--- config.mk ---
export PLATFORM = sky130hd
export DESIGN_NAME = alsu_cmd_issuer_flat
export DESIGN_NICKNAME = d
export VERILOG_FILES = /design/src/rtl/alsu_cmd_issuer_if.sv /design/src/rtl/alsu_cmd_issuer.sv /design/src/flat_wrapper.sv
export SDC_FILE = /design/constraint.sdc
export NUM_CORES = 1
export LEC_CHECK = 0
export CAP_MARGIN = 25
export CELL_PAD_IN_SITES_DETAIL_PLACEMENT = 2
export CELL_PAD_IN_SITES_GLOBAL_PLACEMENT = 2
export CORE_MARGIN = 8
export CORE_UTILIZATION = 40
export DETAILED_ROUTE_END_ITERATION = 8
export HOLD_SLACK_MARGIN = 0.05
export PLACE_DENSITY = 0.83
export SLEW_MARGIN = 15
export SYNTH_ARGS = -nofsm -noshare
export SYNTH_HDL_FRONTEND = slang
export SYNTH_SLANG_ARGS = --single-unit
--- constraint.sdc ---
create_clock -name clk -period 4.8 [get_ports clk]
set_input_delay 0.48 -clock clk [delete_from_list [all_inputs] [get_ports clk]]
set_output_delay 0.48 -clock clk [all_outputs]
set_load 0.05 [all_outputs]
--- src/rtl/alsu_cmd_issuer_if.sv ---
`timescale 1ns/1ps
`default_nettype none
// ============================================================================
//  Module   : alsu_cmd_issuer_if
//  Purpose  : Bundles the tagged command handshake, the ALSU drive and
//             result buses, and the response port of alsu_cmd_issuer.
//             master = environment side, slave = the issuer itself.
//  Revision : 1.0  initial release
// ============================================================================
interface alsu_cmd_issuer_if #(
  parameter int TAG_W = 4
) ();
  // command channel
  logic             cmd_valid;
  logic             cmd_ready;
  logic [2:0]       cmd_A;
  logic [2:0]       cmd_B;
  logic [2:0]       cmd_opcode;
  logic             cmd_cin;
  logic             cmd_serial_in;
  logic             cmd_direction;
  logic             cmd_red_op_A;
  logic             cmd_red_op_B;
  logic             cmd_bypass_A;
  logic             cmd_bypass_B;
  logic [TAG_W-1:0] cmd_tag;

  // drive into the ALSU and its result bus
  logic [2:0]       alsu_A;
  logic [2:0]       alsu_B;
  logic [2:0]       alsu_opcode;
  logic             alsu_cin;
  logic             alsu_serial_in;
  logic             alsu_direction;
  logic             alsu_red_op_A;
  logic             alsu_red_op_B;
  logic             alsu_bypass_A;
  logic             alsu_bypass_B;
  logic [5:0]       alsu_out;

  // response channel
  logic             rsp_valid;
  logic [5:0]       rsp_out;
  logic [TAG_W-1:0] rsp_tag;
  logic             rsp_invalid;
  logic [7:0]       err_cnt;

  modport master (
    output cmd_valid, cmd_A, cmd_B, cmd_opcode, cmd_cin, cmd_serial_in,
           cmd_direction, cmd_red_op_A, cmd_red_op_B, cmd_bypass_A,
           cmd_bypass_B, cmd_tag, alsu_out,
    input  cmd_ready, alsu_A, alsu_B, alsu_opcode, alsu_cin, alsu_serial_in,
           alsu_direction, alsu_red_op_A, alsu_red_op_B, alsu_bypass_A,
           alsu_bypass_B, rsp_valid, rsp_out, rsp_tag, rsp_invalid, err_cnt
  );

  modport slave (
    input  cmd_valid, cmd_A, cmd_B, cmd_opcode, cmd_cin, cmd_serial_in,
           cmd_direction, cmd_red_op_A, cmd_red_op_B, cmd_bypass_A,
           cmd_bypass_B, cmd_tag, alsu_out,
    output cmd_ready, alsu_A, alsu_B, alsu_opcode, alsu_cin, alsu_serial_in,
           alsu_direction, alsu_red_op_A, alsu_red_op_B, alsu_bypass_A,
           alsu_bypass_B, rsp_valid, rsp_out, rsp_tag, rsp_invalid, err_cnt
  );
endinterface
`default_nettype wire

--- src/rtl/alsu_cmd_issuer.sv ---
`timescale 1ns/1ps
`default_nettype none
// ============================================================================
//  Module   : alsu_cmd_issuer
//  Purpose  : Buffers tagged ALSU commands in a small FIFO, issues one per
//             cycle onto registered ALSU inputs (all-zero no-op when idle),
//             tracks the ALSU's 2-cycle latency and returns each captured
//             result with its tag, an invalid flag and a saturating error
//             count.
//  Revision : 1.0  initial release
// ============================================================================
module alsu_cmd_issuer #(
  parameter int DEPTH = 4,
  parameter int TAG_W = 4
) (
  input wire               clk,
  input wire               rst_n,
  alsu_cmd_issuer_if.slave bus
);

  localparam int               PTR_W    = $clog2(DEPTH);
  localparam int               CNT_W    = $clog2(DEPTH + 1);
  localparam logic [CNT_W-1:0] FULL_CNT = CNT_W'(DEPTH);
  localparam logic [7:0]       ERR_MAX  = 8'hFF;

  typedef struct packed {
    logic [2:0]       a;
    logic [2:0]       b;
    logic [2:0]       opcode;
    logic             cin;
    logic             serial_in;
    logic             direction;
    logic             red_op_a;
    logic             red_op_b;
    logic             bypass_a;
    logic             bypass_b;
    logic [TAG_W-1:0] tag;
  } entry_t;

  // Opcodes 110/111, or a reduction request on anything but OR/XOR.
  function automatic logic classify_invalid(input entry_t e);
    return (e.opcode[1] & e.opcode[2]) |
           ((e.red_op_a | e.red_op_b) & (e.opcode[1] | e.opcode[2]));
  endfunction

  // FIFO state
  entry_t             mem_q [DEPTH];
  entry_t             mem_d [DEPTH];
  logic [PTR_W-1:0]   rd_ptr_q, rd_ptr_d;
  logic [PTR_W-1:0]   wr_ptr_q, wr_ptr_d;
  logic [CNT_W-1:0]   count_q, count_d;
  logic               cmd_ready_q, cmd_ready_d;

  // Issue register: what the ALSU sees this cycle
  entry_t             iss_q, iss_d;
  logic               iss_inv_q, iss_inv_d;

  // Result tracking pipeline; the rsp_* registers form its last stage
  logic               s1_valid_q, s1_valid_d;
  logic [TAG_W-1:0]   s1_tag_q, s1_tag_d;
  logic               s1_inv_q, s1_inv_d;
  logic               s2_valid_q, s2_valid_d;
  logic [TAG_W-1:0]   s2_tag_q, s2_tag_d;
  logic               s2_inv_q, s2_inv_d;
  logic               rsp_valid_q, rsp_valid_d;
  logic [5:0]         rsp_out_q, rsp_out_d;
  logic [TAG_W-1:0]   rsp_tag_q, rsp_tag_d;
  logic               rsp_inv_q, rsp_inv_d;
  logic [7:0]         err_cnt_q, err_cnt_d;

  logic               push;
  logic               pop;
  entry_t             cmd_entry;
  entry_t             head_next;

  // FIFO bookkeeping and selection of the entry to present next cycle
  always_comb begin
    push                = bus.cmd_valid && cmd_ready_q;
    pop                 = (count_q != '0);
    cmd_entry           = '0;
    cmd_entry.a         = bus.cmd_A;
    cmd_entry.b         = bus.cmd_B;
    cmd_entry.opcode    = bus.cmd_opcode;
    cmd_entry.cin       = bus.cmd_cin;
    cmd_entry.serial_in = bus.cmd_serial_in;
    cmd_entry.direction = bus.cmd_direction;
    cmd_entry.red_op_a  = bus.cmd_red_op_A;
    cmd_entry.red_op_b  = bus.cmd_red_op_B;
    cmd_entry.bypass_a  = bus.cmd_bypass_A;
    cmd_entry.bypass_b  = bus.cmd_bypass_B;
    cmd_entry.tag       = bus.cmd_tag;
    rd_ptr_d            = rd_ptr_q;
    wr_ptr_d            = wr_ptr_q;
    count_d             = count_q;
    for (int i = 0; i < DEPTH; i++) begin
      mem_d[i] = mem_q[i];
    end
    if (push) begin
      mem_d[wr_ptr_q] = cmd_entry;
      wr_ptr_d        = wr_ptr_q + 1'b1;
    end
    if (pop) begin
      rd_ptr_d = rd_ptr_q + 1'b1;
    end
    if (push && !pop) begin
      count_d = count_q + 1'b1;
    end else if (!push && pop) begin
      count_d = count_q - 1'b1;
    end
    // The new head is the entry being written only when the older entries
    // are exhausted; the issue register is loaded one cycle ahead so the
    // head appears on alsu_* in the cycle it is popped.
    head_next = (push && (wr_ptr_q == rd_ptr_d)) ? cmd_entry : mem_q[rd_ptr_d];
    if (count_d != '0) begin
      iss_d     = head_next;
      iss_inv_d = classify_invalid(head_next);
    end else begin
      iss_d     = '0;
      iss_inv_d = 1'b0;
    end
    cmd_ready_d = (count_d != FULL_CNT);
  end

  // Latency tracking, result capture and error counting
  always_comb begin
    s1_valid_d  = pop;
    s1_tag_d    = iss_q.tag;
    s1_inv_d    = iss_inv_q;
    s2_valid_d  = s1_valid_q;
    s2_tag_d    = s1_tag_q;
    s2_inv_d    = s1_inv_q;
    rsp_valid_d = s2_valid_q;
    rsp_out_d   = bus.alsu_out;
    rsp_tag_d   = s2_tag_q;
    rsp_inv_d   = s2_inv_q;
    err_cnt_d   = err_cnt_q;
    if (s2_valid_q && s2_inv_q && (err_cnt_q != ERR_MAX)) begin
      err_cnt_d = err_cnt_q + 8'd1;
    end
  end

  // State registers; reset discards queued and in-flight commands
  always_ff @(posedge clk or negedge rst_n) begin
    if (!rst_n) begin
      for (int i = 0; i < DEPTH; i++) begin
        mem_q[i] <= '0;
      end
      rd_ptr_q    <= '0;
      wr_ptr_q    <= '0;
      count_q     <= '0;
      cmd_ready_q <= 1'b0;
      iss_q       <= '0;
      iss_inv_q   <= 1'b0;
      s1_valid_q  <= 1'b0;
      s1_tag_q    <= '0;
      s1_inv_q    <= 1'b0;
      s2_valid_q  <= 1'b0;
      s2_tag_q    <= '0;
      s2_inv_q    <= 1'b0;
      rsp_valid_q <= 1'b0;
      rsp_out_q   <= '0;
      rsp_tag_q   <= '0;
      rsp_inv_q   <= 1'b0;
      err_cnt_q   <= '0;
    end else begin
      for (int i = 0; i < DEPTH; i++) begin
        mem_q[i] <= mem_d[i];
      end
      rd_ptr_q    <= rd_ptr_d;
      wr_ptr_q    <= wr_ptr_d;
      count_q     <= count_d;
      cmd_ready_q <= cmd_ready_d;
      iss_q       <= iss_d;
      iss_inv_q   <= iss_inv_d;
      s1_valid_q  <= s1_valid_d;
      s1_tag_q    <= s1_tag_d;
      s1_inv_q    <= s1_inv_d;
      s2_valid_q  <= s2_valid_d;
      s2_tag_q    <= s2_tag_d;
      s2_inv_q    <= s2_inv_d;
      rsp_valid_q <= rsp_valid_d;
      rsp_out_q   <= rsp_out_d;
      rsp_tag_q   <= rsp_tag_d;
      rsp_inv_q   <= rsp_inv_d;
      err_cnt_q   <= err_cnt_d;
    end
  end

  assign bus.cmd_ready      = cmd_ready_q;
  assign bus.alsu_A         = iss_q.a;
  assign bus.alsu_B         = iss_q.b;
  assign bus.alsu_opcode    = iss_q.opcode;
  assign bus.alsu_cin       = iss_q.cin;
  assign bus.alsu_serial_in = iss_q.serial_in;
  assign bus.alsu_direction = iss_q.direction;
  assign bus.alsu_red_op_A  = iss_q.red_op_a;
  assign bus.alsu_red_op_B  = iss_q.red_op_b;
  assign bus.alsu_bypass_A  = iss_q.bypass_a;
  assign bus.alsu_bypass_B  = iss_q.bypass_b;
  assign bus.rsp_valid      = rsp_valid_q;
  assign bus.rsp_out        = rsp_out_q;
  assign bus.rsp_tag        = rsp_tag_q;
  assign bus.rsp_invalid    = rsp_inv_q;
  assign bus.err_cnt        = err_cnt_q;

endmodule
`default_nettype wire

--- src/flat_wrapper.sv ---
// flat-port wrapper written by rule: the top's interface ports become plain ports
module alsu_cmd_issuer_flat 
#(
  parameter int DEPTH = 4,
  parameter int TAG_W = 4
)
  (clk, rst_n, bus_cmd_valid, bus_cmd_A, bus_cmd_B, bus_cmd_opcode, bus_cmd_cin, bus_cmd_serial_in, bus_cmd_direction, bus_cmd_red_op_A, bus_cmd_red_op_B, bus_cmd_bypass_A, bus_cmd_bypass_B, bus_cmd_tag, bus_alsu_out, bus_cmd_ready, bus_alsu_A, bus_alsu_B, bus_alsu_opcode, bus_alsu_cin, bus_alsu_serial_in, bus_alsu_direction, bus_alsu_red_op_A, bus_alsu_red_op_B, bus_alsu_bypass_A, bus_alsu_bypass_B, bus_rsp_valid, bus_rsp_out, bus_rsp_tag, bus_rsp_invalid, bus_err_cnt);
  alsu_cmd_issuer_if #(.TAG_W(TAG_W)) bus_i ();
  input wire clk;
  input wire rst_n;
  input wire logic [$bits(bus_i.cmd_valid)-1:0] bus_cmd_valid;
  input wire logic [$bits(bus_i.cmd_A)-1:0] bus_cmd_A;
  input wire logic [$bits(bus_i.cmd_B)-1:0] bus_cmd_B;
  input wire logic [$bits(bus_i.cmd_opcode)-1:0] bus_cmd_opcode;
  input wire logic [$bits(bus_i.cmd_cin)-1:0] bus_cmd_cin;
  input wire logic [$bits(bus_i.cmd_serial_in)-1:0] bus_cmd_serial_in;
  input wire logic [$bits(bus_i.cmd_direction)-1:0] bus_cmd_direction;
  input wire logic [$bits(bus_i.cmd_red_op_A)-1:0] bus_cmd_red_op_A;
  input wire logic [$bits(bus_i.cmd_red_op_B)-1:0] bus_cmd_red_op_B;
  input wire logic [$bits(bus_i.cmd_bypass_A)-1:0] bus_cmd_bypass_A;
  input wire logic [$bits(bus_i.cmd_bypass_B)-1:0] bus_cmd_bypass_B;
  input wire logic [$bits(bus_i.cmd_tag)-1:0] bus_cmd_tag;
  input wire logic [$bits(bus_i.alsu_out)-1:0] bus_alsu_out;
  output wire logic [$bits(bus_i.cmd_ready)-1:0] bus_cmd_ready;
  output wire logic [$bits(bus_i.alsu_A)-1:0] bus_alsu_A;
  output wire logic [$bits(bus_i.alsu_B)-1:0] bus_alsu_B;
  output wire logic [$bits(bus_i.alsu_opcode)-1:0] bus_alsu_opcode;
  output wire logic [$bits(bus_i.alsu_cin)-1:0] bus_alsu_cin;
  output wire logic [$bits(bus_i.alsu_serial_in)-1:0] bus_alsu_serial_in;
  output wire logic [$bits(bus_i.alsu_direction)-1:0] bus_alsu_direction;
  output wire logic [$bits(bus_i.alsu_red_op_A)-1:0] bus_alsu_red_op_A;
  output wire logic [$bits(bus_i.alsu_red_op_B)-1:0] bus_alsu_red_op_B;
  output wire logic [$bits(bus_i.alsu_bypass_A)-1:0] bus_alsu_bypass_A;
  output wire logic [$bits(bus_i.alsu_bypass_B)-1:0] bus_alsu_bypass_B;
  output wire logic [$bits(bus_i.rsp_valid)-1:0] bus_rsp_valid;
  output wire logic [$bits(bus_i.rsp_out)-1:0] bus_rsp_out;
  output wire logic [$bits(bus_i.rsp_tag)-1:0] bus_rsp_tag;
  output wire logic [$bits(bus_i.rsp_invalid)-1:0] bus_rsp_invalid;
  output wire logic [$bits(bus_i.err_cnt)-1:0] bus_err_cnt;
  assign bus_i.cmd_valid = bus_cmd_valid;
  assign bus_i.cmd_A = bus_cmd_A;
  assign bus_i.cmd_B = bus_cmd_B;
  assign bus_i.cmd_opcode = bus_cmd_opcode;
  assign bus_i.cmd_cin = bus_cmd_cin;
  assign bus_i.cmd_serial_in = bus_cmd_serial_in;
  assign bus_i.cmd_direction = bus_cmd_direction;
  assign bus_i.cmd_red_op_A = bus_cmd_red_op_A;
  assign bus_i.cmd_red_op_B = bus_cmd_red_op_B;
  assign bus_i.cmd_bypass_A = bus_cmd_bypass_A;
  assign bus_i.cmd_bypass_B = bus_cmd_bypass_B;
  assign bus_i.cmd_tag = bus_cmd_tag;
  assign bus_i.alsu_out = bus_alsu_out;
  assign bus_cmd_ready = bus_i.cmd_ready;
  assign bus_alsu_A = bus_i.alsu_A;
  assign bus_alsu_B = bus_i.alsu_B;
  assign bus_alsu_opcode = bus_i.alsu_opcode;
  assign bus_alsu_cin = bus_i.alsu_cin;
  assign bus_alsu_serial_in = bus_i.alsu_serial_in;
  assign bus_alsu_direction = bus_i.alsu_direction;
  assign bus_alsu_red_op_A = bus_i.alsu_red_op_A;
  assign bus_alsu_red_op_B = bus_i.alsu_red_op_B;
  assign bus_alsu_bypass_A = bus_i.alsu_bypass_A;
  assign bus_alsu_bypass_B = bus_i.alsu_bypass_B;
  assign bus_rsp_valid = bus_i.rsp_valid;
  assign bus_rsp_out = bus_i.rsp_out;
  assign bus_rsp_tag = bus_i.rsp_tag;
  assign bus_rsp_invalid = bus_i.rsp_invalid;
  assign bus_err_cnt = bus_i.err_cnt;
  alsu_cmd_issuer #(.DEPTH(DEPTH), .TAG_W(TAG_W)) u_core (.clk(clk), .rst_n(rst_n), .bus(bus_i));
endmodule
### Word level (Yosys, flattened, before mapping)

Index checks and enable logic that the tools add are counted.

* register bits after elaboration: 141
* input bits: 29
* output and inout bits: 37
* word-level logic and storage cells: 112

* $add $sub $neg: 5
* magnitude comparators: 3
* equality and inequality tests: 3
* mux-type cells: 12
* bitwise gates (word level): 7
* reductions and logical operators: 11

Operators with widths (count)
* 20-bit two-way mux: 5
* 80-bit bitwise mux: 1
* 20-bit binary-select mux with 2-bit select: 1
* 20-bit demux with 2-bit select: 1
* 8-bit by 1-bit adder with 8-bit output, second input constant: 1
* 8-bit != test, second input constant: 1
* 1-bit logical AND: 7
* 3-bit greater-or-equal comparator, second input constant: 2
* 3-bit two-way mux: 2
* 2-bit NOT with 3-bit output: 2
* 3-bit nonzero test: 2
* 2-bit by 1-bit adder with 2-bit output, second input constant: 2
* 3-bit by 1-bit adder with 3-bit output, second input constant: 1
* 3-bit by 1-bit < comparator with 1-bit output, second input constant: 1
* 3-bit != test, second input constant: 1
* 1-bit bitwise OR: 3
* 3-bit by 1-bit subtractor with 3-bit output, second input constant: 1
* 1-bit bitwise AND: 2
* 2-bit equality test: 1
* 1-bit zero test: 2
* 2-bit two-way mux: 1
* 1-bit two-way mux: 1

### Longest topological paths before layout

Gate-level depths: netlist of run 1.

* depth in word-level cells: 11
* mapped depth: 12
* depth with buffers taken out: 10

### Worst setup path after synthesis of run 1

No wires, ideal clock.

* kind: reg2reg
* from: reg u_core.count_q[0]
* to: reg u_core.iss_inv_q
* data arrival time: 2.333 ns
* path slack: 2.381 ns
* stages on the path, launching flop included: 11
* period minus slack after synthesis: 2.419 ns
* cell sequence: dfrtp_1 > inv_1 > ha_1 > nor2b_4 > buf_4 > mux2_2 > a32oi_1 > a32oi_1 > mux2_4 > o211a_1 > a211oi_2

* word-level cells in the longest chain between the ends: 11
* elaborated cells on any way between the ends: 23
* classes of those cells: add/sub: 2; eq/ne: 1; mux: 8; bitwise: 6; reduce/logical: 6

RTL lines
* start: declaration: line alsu_cmd_issuer.sv:51 `logic [CNT_W-1:0] count_q, count_d;`
* start signal: assignment: line alsu_cmd_issuer.sv:171 `count_q <= count_d;`
* 3-bit nonzero test: line alsu_cmd_issuer.sv:79 `pop = (count_q != '0);`
* 2-bit two-way mux: line alsu_cmd_issuer.sv:102 `if (pop) begin`
* 2-bit NOT with 3-bit output (implied by the code): line alsu_cmd_issuer.sv:113 `head_next = (push && (wr_ptr_q == rd_ptr_d)) ? cmd_entry : mem_q[rd_ptr_d];`
* 20-bit binary-select mux with 2-bit select: line alsu_cmd_issuer.sv:113
* 20-bit two-way mux (implied by the code) (2 in a row): line alsu_cmd_issuer.sv:113
* 20-bit two-way mux: line alsu_cmd_issuer.sv:113
* 1-bit bitwise OR: line alsu_cmd_issuer.sv:43 `((e.red_op_a | e.red_op_b) & (e.opcode[1] | e.opcode[2]));`
* 1-bit bitwise AND: line alsu_cmd_issuer.sv:43
* 1-bit bitwise OR: line alsu_cmd_issuer.sv:42 `return (e.opcode[1] & e.opcode[2]) |`
* 1-bit two-way mux (*): line alsu_cmd_issuer.sv:114 `if (count_d != '0) begin`
* via u_core.iss_inv_d: line alsu_cmd_issuer.sv:56 `logic iss_inv_q, iss_inv_d;`
* end signal: assignment: line alsu_cmd_issuer.sv:174 `iss_inv_q <= iss_inv_d;`
* end: declaration: line alsu_cmd_issuer.sv:56

Mark *: on every way through the listed nets, which the timed path passes. The rest lies on a longest branch. The select of a mux whose other input is x is not followed.
A chain may end at the register's enable or synchronous reset.

==> metrics.txt, run 1 <==
# TYPE chip_impl_metric gauge
chip_impl_metric{name="cts.clk_slew.worst_paths",unit="ns"} 0.06
chip_impl_metric{name="cts.sinks",unit=""} 141
chip_impl_metric{name="detail-route-antenna-nets",unit=""} 0
chip_impl_metric{name="fp.coreArea",unit="sq um"} 15100
chip_impl_metric{name="post-place-ws",unit="ns"} 1.42
chip_impl_metric{name="vias",unit=""} 3927
chip_impl_metric{name="drt-wirelength-per-cell",unit="um"} 25.2
chip_impl_metric{name="clkLatencyLatePin",unit="ns"} 0.44
chip_impl_metric{name="p_leak",unit="nW"} 3.37
chip_impl_metric{name="drt_drc_violations_left",unit=""} 0
chip_impl_metric{name="max_freq",unit="GHz"} 0.276
chip_impl_metric{name="postSynthCellCount",unit=""} 434
chip_impl_metric{name="final_core_utilization",unit=""} 0.508
chip_impl_info{name="commonest_non_fill_non_tap_cells_in_the_layout",value="sky130_fd_sc_hd__dfrtp_1 (141), sky130_fd_sc_hd__mux2_2 (86), sky130_fd_sc_hd__clkdlybuf4s50_1 (64)"} 1
chip_impl_metric{name="tightest_slew",unit="ns"} 0.886
chip_impl_metric{name="timing.slew.headroom",unit=""} 0.409
chip_impl_metric{name="grt_start_max_net_pins",unit=""} 89
chip_impl_metric{name="post_synth.cell_area_avg",unit="sq um"} 14.1
chip_impl_metric{name="initial_core_utilization",unit=""} 0.407
chip_impl_metric{name="layout_worst_path_cycle_share",unit=""} 0.756
chip_impl_metric{name="crit_cells",unit=""} 10
chip_impl_metric{name="ys_warn_count",unit=""} 0
chip_impl_metric{name="vias_per_cell",unit=""} 5.56
chip_impl_metric{name="worst_ep_arrival_time",unit="ns"} 3.92
chip_impl_metric{name="synthesis_to_layout_area_growth",unit="%"} 24.8
chip_impl_info{name="min_path_type",value="input port to asynchronous set/reset pin"} 1
chip_impl_metric{name="grt_remaining_overflow",unit=""} 0
chip_impl_metric{name="worst_setup_slack_final",unit="ns"} 1.17
chip_impl_metric{name="critical-path-max-stage-delay",unit="ns"} 0.58
chip_impl_info{name="grt_setup_unrepaired",value="no"} 1
chip_impl_metric{name="ys_seq_elements",unit=""} 141
chip_impl_info{name="status",value="completed"} 1
chip_impl_metric{name="post_cts_buffers",unit=""} 0
chip_impl_metric{name="die_area",unit="sq um"} 19600
chip_impl_metric{name="gr-usage-all-layers",unit=""} 0.192
chip_impl_metric{name="ctsHtreeMaxLevel",unit=""} 4
chip_impl_metric{name="dr.pass1.iters",unit=""} 4
chip_impl_metric{name="cp_max_fo",unit=""} 21
chip_impl_metric{name="detailedRoute.firstIterationViolations",unit=""} 183
chip_impl_info{name="critical_path.top_delay_family",value="simple AND/OR/NAND/NOR gates"} 1
chip_impl_metric{name="max_cap_viol_count",unit=""} 0
chip_impl_info{name="ctsRootBufferMaster",value="sky130_fd_sc_hd__clkbuf_16"} 1
chip_impl_metric{name="antenna_cells",unit=""} 0
chip_impl_metric{name="synth.yosys.seq_area_share",unit=""} 0.575
chip_impl_metric{name="wire_length_of_the_first_global_routing_pass",unit="mm"} 28.4
chip_impl_metric{name="std_cell_rows",unit=""} 45
chip_impl_metric{name="synth_fp_nets",unit=""} 471
chip_impl_metric{name="synthArstFlopShare",unit=""} 1.00
chip_impl_metric{name="post-dp-hpwl",unit="mm"} 10.1
chip_impl_info{name="tritoncts_clock_tree",value="done"} 1
chip_impl_metric{name="drt_wl_total",unit="mm"} 17.8
chip_impl_metric{name="power-per-cell-area",unit="nW/um^2"} 856
chip_impl_metric{name="numPortBuffers",unit=""} 65
chip_impl_metric{name="post_cts_hold_buffer_count",unit=""} 0
chip_impl_metric{name="setup_viol",unit=""} 0
chip_impl_metric{name="reg2reg_slack",unit="ns"} 1.17
chip_impl_metric{name="num_io_pins",unit=""} 66
chip_impl_metric{name="final.setup.tns",unit="ns"} 0
chip_impl_metric{name="clock_skew",unit="ns"} 0.0127
chip_impl_info{name="critical_path.startpoint_type",value="flop"} 1
chip_impl_metric{name="critPathRequiredTime",unit="ns"} 5.09
chip_impl_metric{name="final_max_slew_viol_count",unit=""} 0
chip_impl_info{name="crit_path_class",value="flop to flop"} 1
chip_impl_info{name="rr_startpoint",value="u_core.count_q[1]$_DFF_PN0_"} 1
chip_impl_metric{name="synth.cell_area",unit="sq um"} 6140
chip_impl_metric{name="cts_made_buffers",unit=""} 17
chip_impl_metric{name="timing.reg2reg.worst_path_depth",unit=""} 10
chip_impl_metric{name="place.gp.congestion",unit=""} 0.793
chip_impl_metric{name="grt_pass1_vias",unit=""} 4666
chip_impl_metric{name="die_height",unit="um"} 140
chip_impl_info{name="synth_top_flop_cell",value="sky130_fd_sc_hd__dfrtp_1"} 1
chip_impl_metric{name="hold_slack",unit="ns"} 0.117
chip_impl_metric{name="initial_antenna_violation_count",unit=""} 0
chip_impl_metric{name="post_synth_num_cell_types",unit=""} 46
chip_impl_metric{name="cp_num_buf_inv",unit=""} 2
chip_impl_metric{name="finalHoldViolations",unit=""} 0
chip_impl_info{name="timing.rr.end",value="u_core.bus.alsu_A[1]$_DFF_PN0_"} 1
chip_impl_metric{name="maximum_clock_insertion_buffer_count",unit=""} 2
chip_impl_metric{name="fraction_of_layout_instances_using_a_drive_strength_above_1",unit=""} 0.288
chip_impl_metric{name="die-width",unit="um"} 140
chip_impl_info{name="path_cells",value="inv_1 -> ha_1 -> nor2b_4 -> inv_2 -> a21boi_1 -> nor2_2 -> xnor2_2 -> nand2_4 -> mux2i_1 -> nor2_1"} 1
chip_impl_info{name="capturing_element_type_of_the_critical_path",value="flop"} 1
chip_impl_metric{name="synth_enable_flop_cells",unit=""} 0
chip_impl_metric{name="period_minus_slack",unit="ns"} 3.63
chip_impl_info{name="slowest_stage",value="sky130_fd_sc_hd__nor2b_4"} 1
chip_impl_metric{name="final_net_count",unit=""} 542
chip_impl_info{name="final_common_cell",value="sky130_fd_sc_hd__dfrtp_1"} 1
chip_impl_metric{name="cts_repair_resize_count",unit=""} 0
chip_impl_metric{name="power.ir.vdd_worst",unit="uV"} 347
per-layer routing:
layer / GRT usage / wire, um
met1: 0.220 / 7360
met2: 0.332 / 9220
met3: 0.0475 / 643
met4: 0.0931 / 537
met5: 0 / 0
sequential cells by signal (all words and copies together), names as in the netlist, 3 cells and up:
register	count
u_core.count_q	3
u_core.bus.rsp_out	6
u_core.mem_q	80
u_core.bus.alsu_opcode	3
u_core.rsp_tag_d	4
u_core.bus.rsp_tag	4
u_core.s1_tag_d	4
u_core.s1_tag_q	4
u_core.bus.alsu_B	3
u_core.bus.alsu_A	3
u_core.bus.err_cnt	8
power breakdown:
| group | switching [mW] | leakage (nW) | total [mW] | internal [mW] |
|---|---|---|---|---|
| logic | 1.65 | 1.40 | 2.99 | 1.34 |
| registers | 0.416 | 1.67 | 2.19 | 1.77 |
| clock network | 0.533 | 0.297 | 1.38 | 0.848 |
| total | 2.59 | 3.37 | 6.56 | 3.97 |
cell type report:
class | instances | area, sq um
inverter | 8 | 30.0
fill | 1405 | 7430
clock buffer | 20 | 457
tap | 188 | 235
clock inverter | 12 | 159
timing repair buffer | 73 | 774
multi-input combinational | 264 | 2480
sequential | 141 | 3530
cells by family (layout without fill, tap and decap cells):
family,count (synthesis),in the layout,share of synthesized area
buf+inv,29,113,0.0220
fa+ha+maj,8,8,0.0163
flops,141,141,0.575
xor+xnor,13,13,0.0228
mux,123,123,0.255
compound gates,41,41,0.0479
simple gates,79,79,0.0614
synthesized netlist by cell type (2+ instances only):
master | instances | area (sq um)
sky130_fd_sc_hd__or4bb_1 | 2 | 22.5
sky130_fd_sc_hd__o31a_1 | 2 | 17.5
sky130_fd_sc_hd__buf_6 | 2 | 22.5
sky130_fd_sc_hd__mux4_2 | 12 | 270
sky130_fd_sc_hd__dfrtp_1 | 141 | 3530
sky130_fd_sc_hd__a21oi_1 | 4 | 20.0
sky130_fd_sc_hd__a32oi_1 | 8 | 70.1
sky130_fd_sc_hd__nand2_1 | 27 | 101
sky130_fd_sc_hd__nand3_1 | 5 | 25.0
sky130_fd_sc_hd__ha_1 | 8 | 100
sky130_fd_sc_hd__mux2_2 | 86 | 968
sky130_fd_sc_hd__inv_1 | 7 | 26.3
sky130_fd_sc_hd__buf_4 | 2 | 15.0
sky130_fd_sc_hd__a22oi_1 | 6 | 45.0
sky130_fd_sc_hd__nand3b_1 | 2 | 15.0
sky130_fd_sc_hd__buf_2 | 3 | 15.0
sky130_fd_sc_hd__nor2b_1 | 3 | 18.8
sky130_fd_sc_hd__xnor2_1 | 9 | 78.8
sky130_fd_sc_hd__o22ai_1 | 2 | 12.5
sky130_fd_sc_hd__a21o_1 | 2 | 15.0
sky130_fd_sc_hd__clkbuf_1 | 14 | 52.6
sky130_fd_sc_hd__nor3_1 | 3 | 15.0
sky130_fd_sc_hd__a31oi_1 | 3 | 18.8
sky130_fd_sc_hd__nor2_1 | 27 | 101
sky130_fd_sc_hd__mux2_4 | 2 | 30.0
sky130_fd_sc_hd__and2_1 | 2 | 12.5
sky130_fd_sc_hd__xor2_1 | 2 | 17.5
sky130_fd_sc_hd__mux2i_1 | 19 | 190
sky130_fd_sc_hd__nand2b_1 | 2 | 12.5
sky130_fd_sc_hd__o31ai_1 | 2 | 15.0
sky130_fd_sc_hd__mux4_1 | 4 | 105
sky130_fd_sc_hd__o21ai_0 | 7 | 35.0
per-stage QoR:
step                      std cells  total power [mW]  cell area [sq um]
after floorplan                 434              4.11               6140
after global placement          669              4.72               6950
after detailed placement        673              4.96               7020
after CTS                       705              6.58               7630
after global routing            706              6.87               7660
final                           706              6.56               7660
worst max-delay path by stage:
stage,start,to
after floorplan,u_core.count_q[0]$_DFF_PN0_,u_core.iss_inv_q$_DFF_PN0_
after global placement,u_core.count_q[0]$_DFF_PN0_,u_core.s1_tag_d[2]$_DFF_PN0_
after detailed placement,u_core.count_q[0]$_DFF_PN0_,u_core.bus.alsu_A[1]$_DFF_PN0_
after CTS,u_core.count_q[1]$_DFF_PN0_,u_core.bus.alsu_A[1]$_DFF_PN0_
after global routing,u_core.count_q[0]$_DFF_PN0_,u_core.bus.alsu_A[1]$_DFF_PN0_
final,u_core.count_q[1]$_DFF_PN0_,u_core.bus.alsu_A[1]$_DFF_PN0_
No activity file was read; power rests on OpenSTA's default activity.
==> run 2: changes to the inputs <==
CORE_UTILIZATION = 36   (was 40)
PLACE_DENSITY = 0.79   (was 0.83)
clock period = 3.3 ns   (was 4.8 ns; I/O delays follow)
==> run 2 against run 1 <==
Against the previous run:
- global-route usage is 3.6 points lower
- non-clock buffer count is 6 higher
- register-to-register slack worse by 0.94 ns
- cell area is 0.54% lower
- routed wire length is 10% lower
- hold slack better by 0.22 ns
- first-iteration DRC count is 33% lower
- power is 37% higher
- flip-flop and latch count stayed put
- utilization is 5.0 points lower
- cell count is 5.2% higher
- critical path type unchanged
- highest routed layer unchanged
==> metrics.txt, run 2 (same netlist as run 1, synthesis figures left out) <==
# TYPE chip_impl_metric gauge
chip_impl_metric{name="numPortBuffers",unit=""} 65
chip_impl_metric{name="cts.clk_slew.worst_paths",unit="ns"} 0.06
chip_impl_metric{name="switchingPower",unit="mW"} 3.46
chip_impl_metric{name="ctsHtreeMaxLevel",unit=""} 4
chip_impl_metric{name="fraction_of_layout_instances_using_a_drive_strength_above_1",unit=""} 0.285
chip_impl_info{name="tritoncts_clock_tree",value="done"} 1
chip_impl_metric{name="drt_drc_violations_left",unit=""} 0
chip_impl_metric{name="cts.sinks",unit=""} 141
chip_impl_metric{name="die_height",unit="um"} 147
chip_impl_metric{name="final_cell_area",unit="sq um"} 7620
chip_impl_info{name="slowest_stage",value="sky130_fd_sc_hd__nor2b_4"} 1
chip_impl_metric{name="synthesis_to_layout_area_growth",unit="%"} 24.1
chip_impl_metric{name="cts_repair_resize_count",unit=""} 0
chip_impl_metric{name="power-per-cell-area",unit="nW/um^2"} 1180
chip_impl_metric{name="worst_ep_arrival_time",unit="ns"} 3.36
chip_impl_metric{name="clkLatencyLatePin",unit="ns"} 0.42
chip_impl_metric{name="cts_made_buffers",unit=""} 17
chip_impl_metric{name="vias",unit=""} 3838
chip_impl_metric{name="max_cap_viol_count",unit=""} 0
chip_impl_metric{name="post_dp_cell_area",unit="sq um"} 7070
chip_impl_metric{name="clock_skew",unit="ns"} 0.0127
chip_impl_metric{name="wire_length_of_the_first_global_routing_pass",unit="mm"} 26.1
chip_impl_metric{name="seqPwrFrac",unit=""} 0.348
chip_impl_metric{name="post-dp-hpwl",unit="mm"} 10.2
chip_impl_metric{name="final.setup.tns",unit="ns"} 0
chip_impl_info{name="crit_path_class",value="flop to flop"} 1
chip_impl_metric{name="timing.slew.headroom",unit=""} 0.565
chip_impl_metric{name="power.ir.vdd_worst",unit="uV"} 431
chip_impl_info{name="capturing_element_type_of_the_critical_path",value="flop"} 1
chip_impl_metric{name="setup_viol",unit=""} 0
chip_impl_info{name="final_common_cell",value="sky130_fd_sc_hd__dfrtp_1"} 1
chip_impl_metric{name="critPathRequiredTime",unit="ns"} 3.60
chip_impl_metric{name="num_io_pins",unit=""} 66
chip_impl_metric{name="p_leak",unit="nW"} 3.33
chip_impl_metric{name="int_pwr",unit="mW"} 5.56
chip_impl_info{name="path_cells",value="inv_1 -> ha_1 -> nor2b_4 -> inv_2 -> a21boi_1 -> nor2_2 -> xnor2_2 -> nand2_4 -> mux2i_1 -> nor2_1"} 1
chip_impl_info{name="critical_path.startpoint_type",value="flop"} 1
chip_impl_metric{name="drt-wirelength-per-cell",unit="um"} 21.5
chip_impl_metric{name="grt_start_max_net_pins",unit=""} 73
chip_impl_metric{name="cp_max_fo",unit=""} 16
chip_impl_info{name="largest-register",value="u_core.mem_q"} 1
chip_impl_metric{name="final_net_count",unit=""} 548
chip_impl_info{name="min_path_type",value="flop to flop"} 1
chip_impl_metric{name="std_cell_rows",unit=""} 47
chip_impl_metric{name="period_minus_slack",unit="ns"} 3.07
chip_impl_metric{name="pwr-share-comb",unit=""} 0.454
chip_impl_metric{name="maximum_clock_insertion_buffer_count",unit=""} 2
chip_impl_metric{name="detail-route-antenna-nets",unit=""} 0
chip_impl_metric{name="die_area",unit="sq um"} 21500
chip_impl_metric{name="report.power.total",unit="mW"} 9.01
chip_impl_metric{name="hold_slack",unit="ns"} 0.339
chip_impl_metric{name="initial_antenna_violation_count",unit=""} 0
chip_impl_metric{name="clock_power_share",unit=""} 0.197
chip_impl_metric{name="critical-path-max-stage-delay",unit="ns"} 0.47
chip_impl_metric{name="gr-usage-all-layers",unit=""} 0.156
chip_impl_info{name="commonest_non_fill_non_tap_cells_in_the_layout",value="sky130_fd_sc_hd__dfrtp_1 (141), sky130_fd_sc_hd__mux2_2 (86), sky130_fd_sc_hd__clkdlybuf4s50_1 (64)"} 1
chip_impl_metric{name="initial_core_utilization",unit=""} 0.369
chip_impl_metric{name="tightest_slew",unit="ns"} 0.652
chip_impl_metric{name="final_max_slew_viol_count",unit=""} 0
chip_impl_metric{name="place.gp.congestion",unit=""} 0.804
chip_impl_info{name="status",value="completed"} 1
chip_impl_info{name="ctsRootBufferMaster",value="sky130_fd_sc_hd__clkbuf_16"} 1
chip_impl_metric{name="largest_register_ffs",unit=""} 80
chip_impl_metric{name="fp.coreArea",unit="sq um"} 16600
chip_impl_info{name="grt_setup_unrepaired",value="no"} 1
chip_impl_metric{name="grt_remaining_overflow",unit=""} 0
chip_impl_metric{name="power_switching_share",unit=""} 0.384
chip_impl_metric{name="finalHoldViolations",unit=""} 0
chip_impl_metric{name="dr.pass1.iters",unit=""} 4
chip_impl_metric{name="grt_pass1_vias",unit=""} 4491
chip_impl_metric{name="max_freq",unit="GHz"} 0.326
chip_impl_metric{name="antenna_cells",unit=""} 0
chip_impl_metric{name="die-width",unit="um"} 147
chip_impl_metric{name="layout_worst_path_cycle_share",unit=""} 0.930
chip_impl_metric{name="vias_per_cell",unit=""} 5.17
chip_impl_metric{name="detailedRoute.firstIterationViolations",unit=""} 123
chip_impl_metric{name="drt_wl_total",unit="mm"} 15.9
## run 2: changes by cell type in the layout (fill, tap and decap cells not counted), moves of 3 or more
cell	change
sky130_fd_sc_hd__buf_4	+9
sky130_fd_sc_hd__buf_8	-3
sky130_fd_sc_hd__clkbuf_1	+4
sky130_fd_sc_hd__clkinv_4	-3
## run 2: cell type report
type / instances / area (sq um)
timing repair buffer: 79 / 772
clock inverter: 7 / 65.1
sequential: 141 / 3530
tap: 220 / 275
clock buffer: 24 / 472
multi-input combinational: 264 / 2480
fill: 1589 / 9020
inverter: 8 / 30.0
## run 2: path summary, 6_finish.rpt
kind / from / end / slack (ns) / cells past startpoint
max: u_core.count_q[0]$_DFF_PN0_ / u_core.bus.alsu_B[1]$_DFF_PN0_ / 0.23 / 10
min: u_core.s1_valid_q$_DFF_PN0_ / u_core.rsp_valid_d$_DFF_PN0_ / 0.34 / 0
max reg2reg: u_core.count_q[0]$_DFF_PN0_ / u_core.bus.alsu_B[1]$_DFF_PN0_ / 0.23 / 10
min reg2reg: u_core.s1_valid_q$_DFF_PN0_ / u_core.rsp_valid_d$_DFF_PN0_ / 0.34 / 0
max in group asynchronous: rst_n / u_core.bus.alsu_B[1]$_DFF_PN0_ / 1.99 / 3
min in group asynchronous: rst_n / u_core.bus.err_cnt[2]$_DFFE_PN0P_ / 0.47 / 2
## run 2: critical path: cells and delay by family, from the launching register on
kind	cells	cell delay, ns
AOI/OAI and AO/OA	1	0.41
DFF	1	0.42
muxes	1	0.29
adders and majority gates	1	0.29
xor gates and xnor gates	1	0.18
and+or+nand+nor	4	0.98
buffers and inverters	2	0.35
## run 2: timing repair
item                      4_1_cts  5_1_grt
hold endpoints to repair       69        0
setup buffers                   0        0
hold buffers                    1        0
## run 2: layer usage
layer | routed length, um | global-route usage | share of wire | up-vias
li1 | - | - | - | 1718
met1 | 6920 | 0.184 | 0.43 | 2027
met3 | 560 | 0.0426 | 0.035 | 22
met2 | 8170 | 0.265 | 0.51 | 71
met5 | 0 | 0 | 0 | -
met4 | 295 | 0.0629 | 0.018 | 0
## run 2: per-stage QoR
step	instances	worst slack, ns	utilization
final	743	0.231	0.458
after global placement	711	0.487	0.425
after CTS	743	0.184	0.458
after floorplan	434	0.881	-
after detailed placement	711	0.300	0.425
after global routing	743	0.0402	0.458
## run 2: power by group through the flow
stage | sequential [mW] | clock, mW | combinational [mW]
global route | 3.25 | 1.89 | 4.41
detailed placement | 3.14 | 0 | 4.10
global placement | 3.05 | 0 | 3.90
CTS | 3.15 | 1.83 | 4.17
finish | 3.14 | 1.78 | 4.10
floorplan | 3.52 | 0 | 2.46
==> run 3: changes to the inputs <==
CORE_ASPECT_RATIO = 0.8   (was not set)
CTS_CLUSTER_DIAMETER = 120   (was not set)
==> run 3 against run 2 <==
Against the previous run:
- register-to-register slack better by 0.09 ns
- cell count increased by 0.40%
- clock power rose by 14%
- sequential power about the same
- combinational power is 3% higher
- utilization is 0.70 points higher
- via count up 1.5%
- power increased by 4.2%
- critical path depth did not move
- largest power group unchanged
- fmax rose by 3.0%
==> metrics.txt, run 3 (same netlist as run 1, synthesis figures left out) <==
# TYPE chip_impl_metric gauge
chip_impl_info{name="status",value="completed"} 1
chip_impl_metric{name="grt_start_max_net_pins",unit=""} 77
chip_impl_metric{name="fp.coreArea",unit="sq um"} 16600
chip_impl_metric{name="dr.pass1.iters",unit=""} 4
chip_impl_info{name="setup.worst_path.start",value="u_core.count_q[0]$_DFF_PN0_"} 1
chip_impl_metric{name="vias",unit=""} 3894
chip_impl_metric{name="timing.slew.headroom",unit=""} 0.535
chip_impl_metric{name="cts.clk_slew.worst_paths",unit="ns"} 0.06
chip_impl_metric{name="place.gp.congestion",unit=""} 0.787
chip_impl_metric{name="initial_core_utilization",unit=""} 0.370
chip_impl_info{name="hold_path_startpoint",value="u_core.s1_valid_q$_DFF_PN0_"} 1
chip_impl_metric{name="grt_remaining_overflow",unit=""} 0
chip_impl_metric{name="p_leak",unit="nW"} 3.39
chip_impl_metric{name="antenna_cells",unit=""} 0
chip_impl_info{name="ctsRootBufferMaster",value="sky130_fd_sc_hd__clkbuf_16"} 1
chip_impl_info{name="tritoncts_clock_tree",value="done"} 1
chip_impl_metric{name="layout_worst_path_cycle_share",unit=""} 0.903
chip_impl_metric{name="cts.sinks",unit=""} 141
chip_impl_metric{name="drt_drc_violations_left",unit=""} 0
chip_impl_info{name="crit_path_class",value="flop to flop"} 1
chip_impl_metric{name="final_cell_area",unit="sq um"} 7720
chip_impl_metric{name="numPortBuffers",unit=""} 65
chip_impl_metric{name="max_freq",unit="GHz"} 0.336
chip_impl_metric{name="final.setup.tns",unit="ns"} 0
chip_impl_metric{name="timing.reg2reg.worst_path_depth",unit=""} 10
chip_impl_metric{name="clock_skew",unit="ns"} 0.00677
chip_impl_metric{name="period_minus_slack",unit="ns"} 2.98
chip_impl_info{name="final_common_cell",value="sky130_fd_sc_hd__dfrtp_1"} 1
chip_impl_metric{name="post_dp_cell_area",unit="sq um"} 7090
chip_impl_metric{name="post_cts_buffers",unit=""} 0
chip_impl_metric{name="largest_register_ffs",unit=""} 80
chip_impl_metric{name="die_height",unit="um"} 133
chip_impl_metric{name="cp_max_fo",unit=""} 11
chip_impl_metric{name="detail-route-antenna-nets",unit=""} 0
chip_impl_info{name="min_path_type",value="flop to flop"} 1
chip_impl_metric{name="critical-path-max-stage-delay",unit="ns"} 0.42
chip_impl_info{name="capture_point_of_the_critical_path",value="u_core.iss_inv_q$_DFF_PN0_"} 1
chip_impl_metric{name="final_max_slew_viol_count",unit=""} 0
chip_impl_metric{name="power-per-cell-area",unit="nW/um^2"} 1220
chip_impl_metric{name="wire_length_of_the_first_global_routing_pass",unit="mm"} 27.6
chip_impl_metric{name="post-dp-hpwl",unit="mm"} 10.8
chip_impl_metric{name="synthesis_to_layout_area_growth",unit="%"} 25.7
chip_impl_metric{name="hold_slack",unit="ns"} 0.343
chip_impl_info{name="rr_startpoint",value="u_core.count_q[0]$_DFF_PN0_"} 1
chip_impl_metric{name="final_net_count",unit=""} 550
chip_impl_metric{name="fraction_of_layout_instances_using_a_drive_strength_above_1",unit=""} 0.298
chip_impl_info{name="commonest_non_fill_non_tap_cells_in_the_layout",value="sky130_fd_sc_hd__dfrtp_1 (141), sky130_fd_sc_hd__mux2_2 (86), sky130_fd_sc_hd__clkdlybuf4s50_1 (64)"} 1
chip_impl_metric{name="grt_pass1_vias",unit=""} 4679
chip_impl_info{name="capturing_element_type_of_the_critical_path",value="flop"} 1
chip_impl_metric{name="critPathRequiredTime",unit="ns"} 3.62
chip_impl_metric{name="post_cts_hold_buffer_count",unit=""} 1
chip_impl_metric{name="report.power.total",unit="mW"} 9.39
chip_impl_metric{name="tightest_slew",unit="ns"} 0.698
chip_impl_metric{name="cts_made_buffers",unit=""} 17
chip_impl_metric{name="max_cap_viol_count",unit=""} 0
chip_impl_metric{name="cts_repair_resize_count",unit=""} 0
chip_impl_info{name="grt_setup_unrepaired",value="no"} 1
chip_impl_metric{name="worst_ep_arrival_time",unit="ns"} 3.30
chip_impl_info{name="slowest_stage",value="sky130_fd_sc_hd__dfrtp_1"} 1
chip_impl_metric{name="std_cell_rows",unit=""} 42
chip_impl_metric{name="drt-wirelength-per-cell",unit="um"} 22.9
chip_impl_metric{name="die_area",unit="sq um"} 21500
chip_impl_metric{name="detailedRoute.firstIterationViolations",unit=""} 142
chip_impl_metric{name="gr-usage-all-layers",unit=""} 0.167
chip_impl_metric{name="reg2reg_slack",unit="ns"} 0.32
chip_impl_metric{name="num_io_pins",unit=""} 66
chip_impl_metric{name="die-width",unit="um"} 162
chip_impl_metric{name="finalHoldViolations",unit=""} 0
chip_impl_metric{name="final_core_utilization",unit=""} 0.465
chip_impl_metric{name="clkLatencyLatePin",unit="ns"} 0.42
chip_impl_metric{name="maximum_clock_insertion_buffer_count",unit=""} 2
chip_impl_metric{name="power.ir.vdd_worst",unit="uV"} 387
chip_impl_info{name="critical_path.startpoint_type",value="flop"} 1
chip_impl_info{name="timing.rr.end",value="u_core.iss_inv_q$_DFF_PN0_"} 1
chip_impl_metric{name="initial_antenna_violation_count",unit=""} 0
chip_impl_info{name="largest-register",value="u_core.mem_q"} 1
chip_impl_metric{name="setup_viol",unit=""} 0
chip_impl_metric{name="drt_wl_total",unit="mm"} 17.1
chip_impl_metric{name="ctsHtreeMaxLevel",unit=""} 4
chip_impl_info{name="path_cells",value="inv_1 -> ha_1 -> nor2b_4 -> buf_4 -> xnor2_4 -> xnor2_1 -> and2_1 -> mux2_4 -> o211a_1 -> a211oi_2"} 1
chip_impl_metric{name="vias_per_cell",unit=""} 5.22
-- run 3: stage by stage --
stage,cells,setup WS [ns]
after floorplan,434,0.881
after CTS,746,0.337
after global placement,713,0.583
final,746,0.320
after global routing,746,0.182
after detailed placement,713,0.415
-- run 3: layout make-up --
class	count	area, sq um
fillers	1633	8890
flip-flops and latches	141	3530
multi-input cells	264	2480
repair buffers	81	787
clock buffers	17	425
well taps	220	275
clock inverters	15	195
inverters	8	30.0
-- run 3: power breakdown --
part / internal [mW] / switching, mW / leakage (nW) / total, mW
sequential: 2.58 / 0.566 / 1.67 / 3.15
combinational: 1.92 / 2.30 / 1.41 / 4.22
clock: 1.26 / 0.765 / 0.303 / 2.03
total: 5.76 / 3.63 / 3.39 / 9.39
-- run 3: layer usage --
metal / share of wire / GRT usage / vias up
li1: - / - / 1719
met1: 0.42 / 0.196 / 2077
met2: 0.53 / 0.300 / 80
met3: 0.036 / 0.0322 / 18
met4: 0.017 / 0.0575 / 0
met5: 0 / 0 / -
-- run 3: worst min-delay path by stage --
stage                                      endpoint  cells past startpoint
finish                 u_core.rsp_valid_d$_DFF_PN0_                      0
global route              u_core.s1_inv_q$_DFF_PN0_                      0
detailed placement    u_core.rsp_tag_d[0]$_DFF_PN0_                      0
floorplan            u_core.bus.alsu_A[0]$_DFF_PN0_                      0
global placement      u_core.rsp_tag_d[3]$_DFF_PN0_                      0
CTS                 u_core.bus.rsp_out[5]$_DFF_PN0_                      1
-- run 3: worst max-delay path, delay by kind of cell, from the launching register on --
family | cells | cell delay, ns
and+or+nand+nor | 2 | 0.73
buffers and inverters | 2 | 0.35
adders and majority gates | 1 | 0.31
DFF | 1 | 0.42
muxes | 1 | 0.34
xor gates and xnor gates | 2 | 0.38
AOI/OAI and AO/OA | 2 | 0.35
